==> config.mk <==
export PLATFORM = sky130hd
export DESIGN_NAME = regmap_access_arbiter
export DESIGN_NICKNAME = d
export VERILOG_FILES = /design/src/rtl/regmap_access_arbiter.sv
export SDC_FILE = /design/constraint.sdc
export NUM_CORES = 1
export LEC_CHECK = 0
export BUFFER_PORTS_ARGS = -buffer_cell sky130_fd_sc_hd__buf_2
export CAP_MARGIN = 40
export CORE_MARGIN = 3
export CORE_UTILIZATION = 53
export CTS_BUF_LIST = sky130_fd_sc_hd__clkbuf_16
export DETAILED_ROUTE_END_ITERATION = 12
export PLACE_DENSITY_LB_ADDON = 0.3
export SLEW_MARGIN = 40
export SYNTH_ARGS = -nofsm -noshare
export SYNTH_HDL_FRONTEND = slang
export SYNTH_SLANG_ARGS = --single-unit
==> constraint.sdc <==
create_clock -name clk -period 3.25 [get_ports clk]
set_clock_uncertainty 0.15 [all_clocks]
set_input_delay 0.65 -clock clk [delete_from_list [all_inputs] [get_ports clk]]
set_output_delay 0.65 -clock clk [all_outputs]
set_load 0.05 [all_outputs]
==> src/rtl/regmap_access_arbiter.sv <==
// Arbitrates regmap accesses from I2C and SPI slave engines running in foreign clock domains.
// Toggle handshakes in both directions; one access in flight, alternating grant on ties.
module regmap_access_arbiter #(
    parameter int ADDR_W      = 7,
    parameter int DATA_W      = 8,
    parameter int SYNC_STAGES = 2
) (
    input  logic              clk,
    input  logic              button_0,
    input  logic              i2c_req_tgl,
    input  logic              i2c_we,
    input  logic [ADDR_W-1:0] i2c_addr,
    input  logic [DATA_W-1:0] i2c_wdata,
    output logic              i2c_ack_tgl,
    output logic [DATA_W-1:0] i2c_rdata,
    output logic              i2c_ovr,
    input  logic              spi_req_tgl,
    input  logic              spi_we,
    input  logic [ADDR_W-1:0] spi_addr,
    input  logic [DATA_W-1:0] spi_wdata,
    output logic              spi_ack_tgl,
    output logic [DATA_W-1:0] spi_rdata,
    output logic              spi_ovr,
    output logic [ADDR_W-1:0] rm_addr,
    output logic [DATA_W-1:0] rm_wdata,
    output logic              rm_we,
    output logic              rm_re,
    input  logic [DATA_W-1:0] rm_rdata
);

    typedef enum logic [1:0] {IDLE, ISSUE, CAPTURE} state_t;

    state_t                 r_state;
    logic [SYNC_STAGES-1:0] r_i2c_sync;
    logic [SYNC_STAGES-1:0] r_spi_sync;

    logic              r_i2c_pend, r_i2c_we, r_i2c_ovr, r_i2c_ack;
    logic [ADDR_W-1:0] r_i2c_addr;
    logic [DATA_W-1:0] r_i2c_wdata, r_i2c_rdata;
    logic              r_spi_pend, r_spi_we, r_spi_ovr, r_spi_ack;
    logic [ADDR_W-1:0] r_spi_addr;
    logic [DATA_W-1:0] r_spi_wdata, r_spi_rdata;

    logic              r_gnt_spi, r_last_spi, r_rd;
    logic              r_rm_we, r_rm_re;
    logic [ADDR_W-1:0] r_rm_addr;
    logic [DATA_W-1:0] r_rm_wdata;

    logic w_i2c_evt, w_spi_evt;
    logic w_done, w_i2c_done, w_spi_done;
    logic w_pick_spi, w_pick_we;

    assign w_i2c_evt = r_i2c_sync[SYNC_STAGES-1] ^ r_i2c_sync[SYNC_STAGES-2];
    assign w_spi_evt = r_spi_sync[SYNC_STAGES-1] ^ r_spi_sync[SYNC_STAGES-2];

    // An access completes at ISSUE exit for writes and at CAPTURE exit for reads.
    assign w_done     = ((r_state == ISSUE) && !r_rd) || (r_state == CAPTURE);
    assign w_i2c_done = w_done && !r_gnt_spi;
    assign w_spi_done = w_done && r_gnt_spi;

    assign w_pick_spi = r_spi_pend && (!r_i2c_pend || !r_last_spi);
    assign w_pick_we  = w_pick_spi ? r_spi_we : r_i2c_we;

    always_ff @(posedge clk or posedge button_0) begin
        if (button_0) begin
            r_i2c_sync  <= '0;
            r_spi_sync  <= '0;
            r_i2c_pend  <= 1'b0;
            r_i2c_we    <= 1'b0;
            r_i2c_addr  <= '0;
            r_i2c_wdata <= '0;
            r_i2c_ovr   <= 1'b0;
            r_spi_pend  <= 1'b0;
            r_spi_we    <= 1'b0;
            r_spi_addr  <= '0;
            r_spi_wdata <= '0;
            r_spi_ovr   <= 1'b0;
        end else begin
            r_i2c_sync <= {r_i2c_sync[SYNC_STAGES-2:0], i2c_req_tgl};
            r_spi_sync <= {r_spi_sync[SYNC_STAGES-2:0], spi_req_tgl};

            // A slot freed on this very edge may accept the new request.
            if (w_i2c_evt) begin
                if (!r_i2c_pend || w_i2c_done) begin
                    r_i2c_pend  <= 1'b1;
                    r_i2c_we    <= i2c_we;
                    r_i2c_addr  <= i2c_addr;
                    r_i2c_wdata <= i2c_wdata;
                end else begin
                    r_i2c_ovr <= 1'b1;
                end
            end else if (w_i2c_done) begin
                r_i2c_pend <= 1'b0;
            end

            if (w_spi_evt) begin
                if (!r_spi_pend || w_spi_done) begin
                    r_spi_pend  <= 1'b1;
                    r_spi_we    <= spi_we;
                    r_spi_addr  <= spi_addr;
                    r_spi_wdata <= spi_wdata;
                end else begin
                    r_spi_ovr <= 1'b1;
                end
            end else if (w_spi_done) begin
                r_spi_pend <= 1'b0;
            end
        end
    end

    always_ff @(posedge clk or posedge button_0) begin
        if (button_0) begin
            r_state     <= IDLE;
            r_gnt_spi   <= 1'b0;
            r_last_spi  <= 1'b1;
            r_rd        <= 1'b0;
            r_rm_we     <= 1'b0;
            r_rm_re     <= 1'b0;
            r_rm_addr   <= '0;
            r_rm_wdata  <= '0;
            r_i2c_ack   <= 1'b0;
            r_spi_ack   <= 1'b0;
            r_i2c_rdata <= '0;
            r_spi_rdata <= '0;
        end else begin
            r_rm_we <= 1'b0;
            r_rm_re <= 1'b0;
            if (w_i2c_done) r_i2c_ack <= ~r_i2c_ack;
            if (w_spi_done) r_spi_ack <= ~r_spi_ack;
            case (r_state)
                IDLE: begin
                    if (r_i2c_pend || r_spi_pend) begin
                        r_gnt_spi  <= w_pick_spi;
                        r_last_spi <= w_pick_spi;
                        r_rd       <= !w_pick_we;
                        r_rm_we    <= w_pick_we;
                        r_rm_re    <= !w_pick_we;
                        r_rm_addr  <= w_pick_spi ? r_spi_addr : r_i2c_addr;
                        r_rm_wdata <= w_pick_spi ? r_spi_wdata : r_i2c_wdata;
                        r_state    <= ISSUE;
                    end
                end
                ISSUE: begin
                    r_state <= r_rd ? CAPTURE : IDLE;
                end
                CAPTURE: begin
                    if (r_gnt_spi) r_spi_rdata <= rm_rdata;
                    else           r_i2c_rdata <= rm_rdata;
                    r_state <= IDLE;
                end
                default: r_state <= IDLE;
            endcase
        end
    end

    assign i2c_ack_tgl = r_i2c_ack;
    assign i2c_rdata   = r_i2c_rdata;
    assign i2c_ovr     = r_i2c_ovr;
    assign spi_ack_tgl = r_spi_ack;
    assign spi_rdata   = r_spi_rdata;
    assign spi_ovr     = r_spi_ovr;
    assign rm_addr     = r_rm_addr;
    assign rm_wdata    = r_rm_wdata;
    assign rm_we       = r_rm_we;
    assign rm_re       = r_rm_re;

endmodule
==> flow_metrics.py <==
metrics = {
    "synth": {
        "syn_area_sq_mm": 0.003277,
        "ys_seq_area_share_pct": 61.13,
        "synth_compound_area_share_pct": 3.322,
        "avgSynthCellArea_sq_um": 16.63,
        "yosysWarnings": 0,
        "postSynthCellCount": 197,
        "ys_ff_latch": 80,
        "synth_edf_count": 0,
        "ys_types": 25,
        "synth_top_family_by_area": "multiplexers",
        "synth_xor_area_share_pct": 1.069,
        "syn-num-nets": 241,
        "synthArstFlopShare_pct": 100.0,
        "synth-simple-area-share_pct": 1.909,
        "synthMuxAreaShare_pct": 30.43,
        "synth_adder_area_share_pct": 0,
        "ys.flop_type": "dfrtp_1",
    },
    "floorplanning": {
        "rows": 28,
        "coreArea_sq_mm": 0.005956,
        "die_y_um": 84.63,
        "die-width_um": 84.63,
        "die_area_sq_mm": 0.007162,
        "io_pins": 81,
        "initial_utilization_pct": 55.02,
    },
    "worst_setup_path": {
        "critPathBufInv": 1,
        "critical_path.max_stage_delay_ps": 470,
        "cp-end-kind": "register",
        "worstSetupStartpointType": "register",
        "critical_path_depth": 4,
        "cp_top_family": "simple AND/OR/NAND/NOR gates",
        "slowest_stage": "or3b_4",
        "timing.rr.start": "r_state[1]",
        "worstPathCellList": "or3b_4 > a311oi_4 > buf_4 > mux2_2",
        "reg2reg_depth": 4,
        "cp.arrival_ps": 2250,
        "rrSetupSlack_ps": 1060,
        "path_class": "register to register",
        "crit_fanout": 16,
        "crit_required_ps": 3310,
        "rr_endpoint": "r_i2c_addr[3]",
    },
    "clocking": {
        "clk_pin_slew_ps": 60,
        "tritoncts": "done",
        "root_buffer": "clkbuf_16",
        "cts_buffers": 9,
        "cts.path.max_buffers": 2,
        "cts_sinks": 80,
        "cts_max_level": 3,
        "post-cts-setup-buffers": 0,
        "clk_latency_ps": 330,
        "cts_hold_buf": 0,
        "cts_resized": 0,
    },
    "cells_and_area": {
        "antenna_cells": 0,
        "drive_gt1_share_pct": 64.26,
        "layout_commonest_cell": "buf_2",
        "nets": 330,
        "area_growth_pct": 26.46,
        "final_cell_mix": "buf_2 (80), dfrtp_1 (79), mux2_2 (61)",
    },
    "sta": {
        "final_max_slew_viol_count": 0,
        "period_share_pct": 67.32,
        "rsz0062_at_grt": "false",
        "finalHoldViolCount": 0,
        "setup_viol": 0,
        "fmax_mhz": 457.1,
        "period_needed_ps": 2188,
        "tightest_slew_ps": 686.0,
        "max_slew_margin_pct": 54.10,
        "fin_tns_setup_ps": 0,
    },
    "global_routing": {
        "grt_pass1_wl_um": 10170,
        "grt_pass1_vias": 2048,
        "overflow": 0,
        "grt_max_degree": 46,
        "grt_usage_pct": 18.38,
        "antenna_found_initial": 0,
    },
    "power": {
        "total_power_mw": 5.481,
        "ir_drop_v": 0.0008565,
        "power_density_mw_per_mm2": 1323,
        "p_leak_nw": 1.962,
    },
    "status": {
        "outcome": "finished, final reports clean",
    },
    "run": {
        "max_cap_violations": 0,
    },
    "routing": {
        "drcViolationCount": 0,
        "vias": 1896,
        "routed_wl_um": 6035,
        "wl_met3_um": 366,
        "first_iter_violations": 109,
        "met2WireLength_um": 2770,
        "drt_first_pass_iters": 4,
        "ant_nets": 0,
        "wl_per_cell_um": 16.49,
        "via_per_inst": 5.180,
        "routed.top_layer": "met4",
        "wl_met1_um": 2791,
    },
    "worst_hold_path": {
        "hold_path.class": "primary input to asynchronous set/reset pin",
    },
    "placement": {
        "gp_congestion": 0.7529,
        "io_buffer_count": 80,
        "post-dp-hpwl_um": 4162,
    },
}
## cell families (layout without fill, tap and decap cells)
group / count (synthesis) / in the layout
multiplexers: 82 / 82
XOR/XNOR: 4 / 4
AO/OA/AOI/OAI: 10 / 10
AND/OR/NAND/NOR: 9 / 9
flip-flops: 80 / 80
buffers and inverters: 12 / 106
## worst max path at each step
| stage | from | endpoint | slack (ps) |
|---|---|---|---|
| final | r_state[1] | r_i2c_addr[3] | 1060 |
| after global routing | r_state[1] | r_i2c_addr[0] | 1000 |
| after CTS | r_state[1] | r_i2c_addr[0] | 1060 |
| after detailed placement | r_state[1] | r_spi_addr[2] | 1070 |
| after global placement | r_state[1] | r_spi_wdata[6] | 1120 |
| after floorplan | button_0 | i2c_ack_tgl | 400 |
## routing by layer
layer	vias up	global-route usage (%)
li1	878	-
met1	953	25.73
met2	57	27.19
met3	8	5.299
met4	0	7.338
met5	-	0
## synthesized netlist by cell type, types with 2 or more instances
cell / n / area share, %
xor2_1: 2 / 0.53
mux2_2: 61 / 21
xnor2_1: 2 / 0.53
dfrtp_1: 79 / 60
o21ai_0: 2 / 0.31
mux2_4: 20 / 9.2
buf_8: 2 / 0.92
o31ai_1: 2 / 0.46
inv_1: 5 / 0.57
and2_1: 2 / 0.38
nor2b_1: 2 / 0.38
a311oi_4: 2 / 1.6
buf_2: 2 / 0.31
clkbuf_1: 3 / 0.34
## sequential cells by signal (all words and copies together) (netlist names), 2 cells and up
signal,cells
r_i2c_sync,2
i2c_rdata,8
spi_rdata,8
r_spi_wdata,8
rm_addr,7
r_i2c_addr,7
r_state,2
rm_wdata,8
r_i2c_wdata,8
r_spi_sync,2
r_spi_addr,7
## report_power, final
part	switching [mW]	internal, mW	leakage, nW	total (mW)
clock network	0.378	0.822	0.174	1.20
logic	1.42	1.10	0.848	2.52
registers	0.269	1.49	0.940	1.76
## metrics by stage
step | cell area, sq um | util, % | worst slack [ps] | hold slack, ps | cells
finish | 4144 | 69.58 | 1062 | 233.9 | 366
global route | 4144 | 69.58 | 998.3 | 266.1 | 366
CTS | 4144 | 69.58 | 1058 | 249.9 | 366
global placement | 3784 | 63.53 | 1123 | 231.6 | 350
floorplan | 3277 | - | 399.9 | 222.9 | 197
detailed placement | 3784 | 63.53 | 1073 | 236.8 | 350
## layout make-up
cell class                      instances  area (sq um)
Clock buffer                            9         225.2
Multi-Input combinational cell        105          1216
Tap cell                               75         93.84
Timing Repair Buffer                   85         450.4
Sequential cell                        80          2003
Clock inverter                          7         135.1
Fill cell                             431          1812
Inverter                                5         20.02
Note: power is estimated with default switching activity, not from simulation.
